--- src/rtl/fir_interpolator.sv ---
// Polyphase 1:4 interpolating FIR: one input sample yields four filtered
// outputs (phases 0..3), evaluated by a single sequential 8-tap MAC.
//
// Ports:
//   clk_in     : system clock, all logic on posedge
//   rst_in     : synchronous active-high reset
//   audio_in   : signed input sample, taken on an accepted valid_in
//   valid_in   : one-cycle strobe marking a new input sample
//   ready_out  : high when a valid_in will be accepted
//   audio_out  : signed interpolated sample, held between updates
//   data_ready : one-cycle pulse, audio_out updated this cycle
//   overrun    : sticky, set by a valid_in arriving while busy
module fir_interpolator #(
    parameter int WIDTH = 8
) (
    input  logic                    clk_in,
    input  logic                    rst_in,
    input  logic signed [WIDTH-1:0] audio_in,
    input  logic                    valid_in,
    output logic                    ready_out,
    output logic signed [WIDTH-1:0] audio_out,
    output logic                    data_ready,
    output logic                    overrun
);

    localparam int ACC_W = WIDTH + 13;

    localparam logic [1:0] S_IDLE = 2'd0;
    localparam logic [1:0] S_MAC  = 2'd1;
    localparam logic [1:0] S_EMIT = 2'd2;

    localparam logic signed [ACC_W-1:0] SAT_HI =
        ACC_W'((1 <<< (WIDTH - 1)) - 1);
    localparam logic signed [ACC_W-1:0] SAT_LO = ~SAT_HI;

    logic [1:0]              state;
    logic [1:0]              phase;
    logic [2:0]              tap;
    logic signed [ACC_W-1:0] acc;
    logic signed [WIDTH-1:0] dline [8];

    logic signed [9:0]       coef;
    logic signed [ACC_W-1:0] coef_ext;
    logic signed [ACC_W-1:0] samp_ext;
    logic signed [ACC_W-1:0] prod;
    logic signed [ACC_W-1:0] shifted;
    logic signed [WIDTH-1:0] sat;

    // Tap index p+4k packs as {k, p}.
    function automatic logic signed [9:0] coef_rom(input logic [4:0] idx);
        case (idx)
            5'd5:    return 10'sd3;
            5'd6:    return 10'sd4;
            5'd8:    return -10'sd8;
            5'd9:    return -10'sd25;
            5'd10:   return -10'sd20;
            5'd12:   return 10'sd60;
            5'd13:   return 10'sd150;
            5'd14:   return 10'sd220;
            5'd15:   return 10'sd256;
            5'd16:   return 10'sd220;
            5'd17:   return 10'sd150;
            5'd18:   return 10'sd60;
            5'd20:   return -10'sd20;
            5'd21:   return -10'sd25;
            5'd22:   return -10'sd8;
            5'd24:   return 10'sd4;
            5'd25:   return 10'sd3;
            default: return 10'sd0;
        endcase
    endfunction

    always_comb begin
        coef     = coef_rom({tap, phase});
        coef_ext = ACC_W'(coef);
        samp_ext = ACC_W'(dline[tap]);
        prod     = coef_ext * samp_ext;
        // Arithmetic shift floors toward minus infinity.
        shifted  = acc >>> 8;
        sat      = shifted[WIDTH-1:0];
        if (shifted > SAT_HI) begin
            sat = SAT_HI[WIDTH-1:0];
        end else if (shifted < SAT_LO) begin
            sat = SAT_LO[WIDTH-1:0];
        end
    end

    assign ready_out = (state == S_IDLE);

    always_ff @(posedge clk_in) begin
        if (rst_in) begin
            state      <= S_IDLE;
            phase      <= 2'd0;
            tap        <= 3'd0;
            acc        <= '0;
            audio_out  <= '0;
            data_ready <= 1'b0;
            overrun    <= 1'b0;
            for (int i = 0; i < 8; i++) begin
                dline[i] <= '0;
            end
        end else begin
            data_ready <= 1'b0;
            if (valid_in && !ready_out) begin
                overrun <= 1'b1;
            end
            unique case (1'b1)
                (state == S_IDLE): begin
                    if (valid_in) begin
                        dline[0] <= audio_in;
                        for (int i = 1; i < 8; i++) begin
                            dline[i] <= dline[i-1];
                        end
                        phase <= 2'd0;
                        tap   <= 3'd0;
                        acc   <= '0;
                        state <= S_MAC;
                    end
                end
                (state == S_MAC): begin
                    acc <= acc + prod;
                    tap <= tap + 3'd1;
                    if (tap == 3'd7) begin
                        state <= S_EMIT;
                    end
                end
                (state == S_EMIT): begin
                    audio_out  <= sat;
                    data_ready <= 1'b1;
                    acc        <= '0;
                    tap        <= 3'd0;
                    if (phase == 2'd3) begin
                        state <= S_IDLE;
                    end else begin
                        phase <= phase + 2'd1;
                        state <= S_MAC;
                    end
                end
                default: begin
                    state <= S_IDLE;
                end
            endcase
        end
    end

endmodule

--- config.mk ---
export PLATFORM = sky130hd
export DESIGN_NAME = fir_interpolator
export DESIGN_NICKNAME = d
export VERILOG_FILES = /design/src/rtl/fir_interpolator.sv
export SDC_FILE = /design/constraint.sdc
export NUM_CORES = 1
export LEC_CHECK = 0
export CAP_MARGIN = 20
export CORE_ASPECT_RATIO = 0.6
export CORE_MARGIN = 3
export CORE_UTILIZATION = 45
export CTS_CLUSTER_DIAMETER = 30
export DETAILED_ROUTE_END_ITERATION = 8
export HOLD_SLACK_MARGIN = 0.1
export PLACE_DENSITY = 0.72
export SYNTH_ARGS = -nofsm -noshare
export SYNTH_HDL_FRONTEND = slang
export SYNTH_SLANG_ARGS = --single-unit
--- constraint.sdc ---
create_clock -name clk_in -period 6.3 [get_ports clk_in]
set_input_delay 0.63 -clock clk_in [delete_from_list [all_inputs] [get_ports clk_in]]
set_output_delay 0.63 -clock clk_in [all_outputs]
set_load 0.02 [all_outputs]
==> flow_summary.yaml <==
floorplanning:
  ios: 22
  core-area_um2: 18400
  die_area_um2: 20700
  dieWidth_um: 184
  rows: 38
  die_y_um: 113
  start_util_pct: 46.6
placement:
  hpwl_um: 15400
  placedCellCount: 1074
  portBuffers: 21
  place_congestion: 0.912
critical_path:
  cp_top_family: "adder cells"
  cp-start-kind: "register"
  reg2regPathDepth: 19
  path_buf_inv: 4
  crit_required_ns: 6.61
  crit_chain: "buf_12 > mux4_2 > mux2i_2 > buf_4 > nor2_1 > fa_2 > inv_1 > fa_1 > fa_1 > inv_1 > fa_1 > ha_1 > ha_1 > a21oi_1 > o21a_2 > or3b_1 > o21a_1 > or4_1 > nand3_1"
  cpMostUsedCell: "fa_1"
  worst-path-stages: 19
  crit_arrival_ns: 6.38
  crit_path_end_kind: "register"
  cpPeakStageDelay_ns: 0.61
  crit_type: "reg2reg"
  worstPathMaxFanout: 16
  slowest_stage: "fa_2"
global_routing:
  grt-ovfl-total: 0
  gr-usage-all-layers_pct: 19.9
  antenna_found_initial: 0
  grt_pass1_wl_um: 32300
  grt_pass1_vias: 5910
  grt_max_degree: 65
cts:
  cts_hold_buf: 0
  cts.reportedPaths.clkPinSlew_ns: 0.09
  clock_sinks: 105
  cts_root_buf: "clkbuf_16"
  clock_latency_ns: 0.36
  cts_tree: "done"
  htreeDepth: 3
  clk_path_buf_depth: 2
  cts_buffers: 9
timing:
  slew_headroom_pct: 45.4
  hold_violations: 0
  fin_skew_ns: 0.0142
  max_freq_mhz: 165
  drv_slew: 0
  finalSetupViolations: 0
  worst_pin_slew_ns: 0.819
  rsz0062_at_grt: "false"
  fin_tns_setup_ns: 0
  period_needed_ns: 6.07
  fin_crit_sh_pct: 96.4
logic_synthesis:
  synth_top_area_cell: "fa_1"
  yosysMostFrequentCell: "inv_1"
  syn-mean-instance-area_um2: 10.5
  synth-edff-count: 64
  synthDistinctLibCells: 55
  ys_warn_count: 0
  synth_nets: 975
  synth_top_area_share_pct: 23.0
  synth-seq-area-share_pct: 32.1
  ys_seq_elements: 105
  synth_flop_cell: "edfxtp_1"
  syn_area_um2: 8550
  netlist_instances: 811
  ys_async_sr_fraction_pct: 0
  yosys-top-cells-area: "fa_1 (23%), edfxtp_1 (22%), dfxtp_1 (9.6%), ha_1 (8.1%), inv_1 (5.2%)"
  synthTopCellsByCount: "inv_1 (118), fa_1 (98), nor2_1 (83), edfxtp_1 (64), ha_1 (55)"
final_layout:
  fill_cells: 1586
  layout-drive-gt1-share_pct: 9.53
  antenna_cells: 0
  syn_to_final_growth_pct: 11.6
  seq_area_um2: 2750
  fin_util_pct: 52.0
  fin_nets: 1009
  multi_input_area_um2: 5250
  fin_cells: 1090
detailed_routing:
  first_pass_iters: 5
  wl_um: 19400
  vias: 5868
  highest-signal-layer: "met4"
  met2RoutedLength_um: 7410
  routed_via_density: 5.38
  drt_iter0_drc: 484
  drtAntennaViolNets: 0
  wl_met1_um: 10300
  met3_length_um: 1660
  drcViolationCount: 0
  wl_per_cell_um: 17.8
run_status:
  status: "complete, no violations"
power_and_ir_drop:
  p_per_area_nw_per_um2: 213
  leakagePower_nw: 4.20
  peakVddDrop_mv: 0.132
min_path:
  hold_depth: 2
  hold_class: "reg2reg"
run:
  drv_cap: 0
[flip-flops by register name (all words and copies together) (netlist names), named ones only]
name        count
overrun         1
audio_out       8
dline          64
data_ready      1
tap             3
acc            21
state           2
phase           2
[tightest hold or removal path, cell delays in order, from the launching register on]
cell and delay [ns]:
dfxtp_1 0.32, nand2_1 0.05, a21oi_1 0.05
[placed cells by master, fill, tap and decap left out, drive strengths merged, types with 2 or more instances in the layout]
cell type	instances
a21oi	38
nand4	2
nor2b	24
and3	3
ha	55
o21bai	2
clkinv	4
xor2	4
o22ai	5
nand3	6
mux4	16
a22oi	6
o21a	6
o211ai	8
nor2	83
o21ai	21
nand2b	12
a22o	10
and2	50
xnor2	13
mux2i	7
o22a	4
or3	2
or4	2
inv	121
clkbuf	9
dfxtp	41
nand2	46
nor3	5
o31ai	2
clkdlybuf4s50	21
fa	98
buf	32
a21o	6
a211oi	6
edfxtp	64
mux2	3
[cell families (layout without fill, tap and decap cells)]
| kind of cell | count (synthesis) | after routing | synth area share (%) |
|---|---|---|---|
| simple gates | 240 | 240 | 13.7 |
| mux | 26 | 26 | 5.43 |
| flops | 105 | 105 | 32.1 |
| xor+xnor | 17 | 17 | 1.74 |
| compound gates | 122 | 122 | 9.28 |
| buf+inv | 148 | 187 | 6.69 |
| fa+ha+maj | 153 | 153 | 31.0 |
[final cells by class]
cell class,count,area share (%)
inverters,118,4.65
flip-flops and latches,105,28.8
well taps,240,3.15
clock inverters,7,0.958
clock buffers,9,2.36
multi-input cells,558,55.1
repair buffers,53,4.99
[timing repair]
action | in CTS | in global routing
gates resized for setup | 0 | 10
setup endpoints to repair | 0 | 12
setup buffers | 0 | 0
[stage by stage]
| step | total power [mW] | hold slack, ns | setup WS, ns | instance area [um2] |
|---|---|---|---|---|
| floorplan | 1.25 | 0.425 | 0.126 | 8550 |
| detailed placement | 1.44 | 0.449 | 0.0546 | 9200 |
| global route | 2.15 | 0.484 | 0.00550 | 9540 |
| CTS | 2.04 | 0.467 | 0.0164 | 9510 |
| finish | 2.03 | 0.460 | 0.228 | 9540 |
| global placement | 1.43 | 0.440 | 0.203 | 9200 |
[routing by layer]
metal	track usage [%]	up-vias
li1	-	2758
met1	33.7	2914
met2	25.0	190
met3	6.10	6
met4	2.67	0
met5	0	-
[report_power, final]
| part | total (mW) | internal [mW] | switching, mW |
|---|---|---|---|
| logic | 0.632 | 0.266 | 0.366 |
| clock network | 0.588 | 0.288 | 0.300 |
| registers | 0.814 | 0.778 | 0.0354 |
[worst paths after layout]
| kind | startpoint | end | slack, ns |
|---|---|---|---|
| setup / recovery | register | acc[19] | 0.23 |
| hold / removal | audio_out[5] | audio_out[5] | 0.46 |
| setup reg to reg | register | acc[19] | 0.23 |
| hold reg to reg | audio_out[5] | audio_out[5] | 0.46 |
Note: power is estimated with default switching activity, not from simulation.
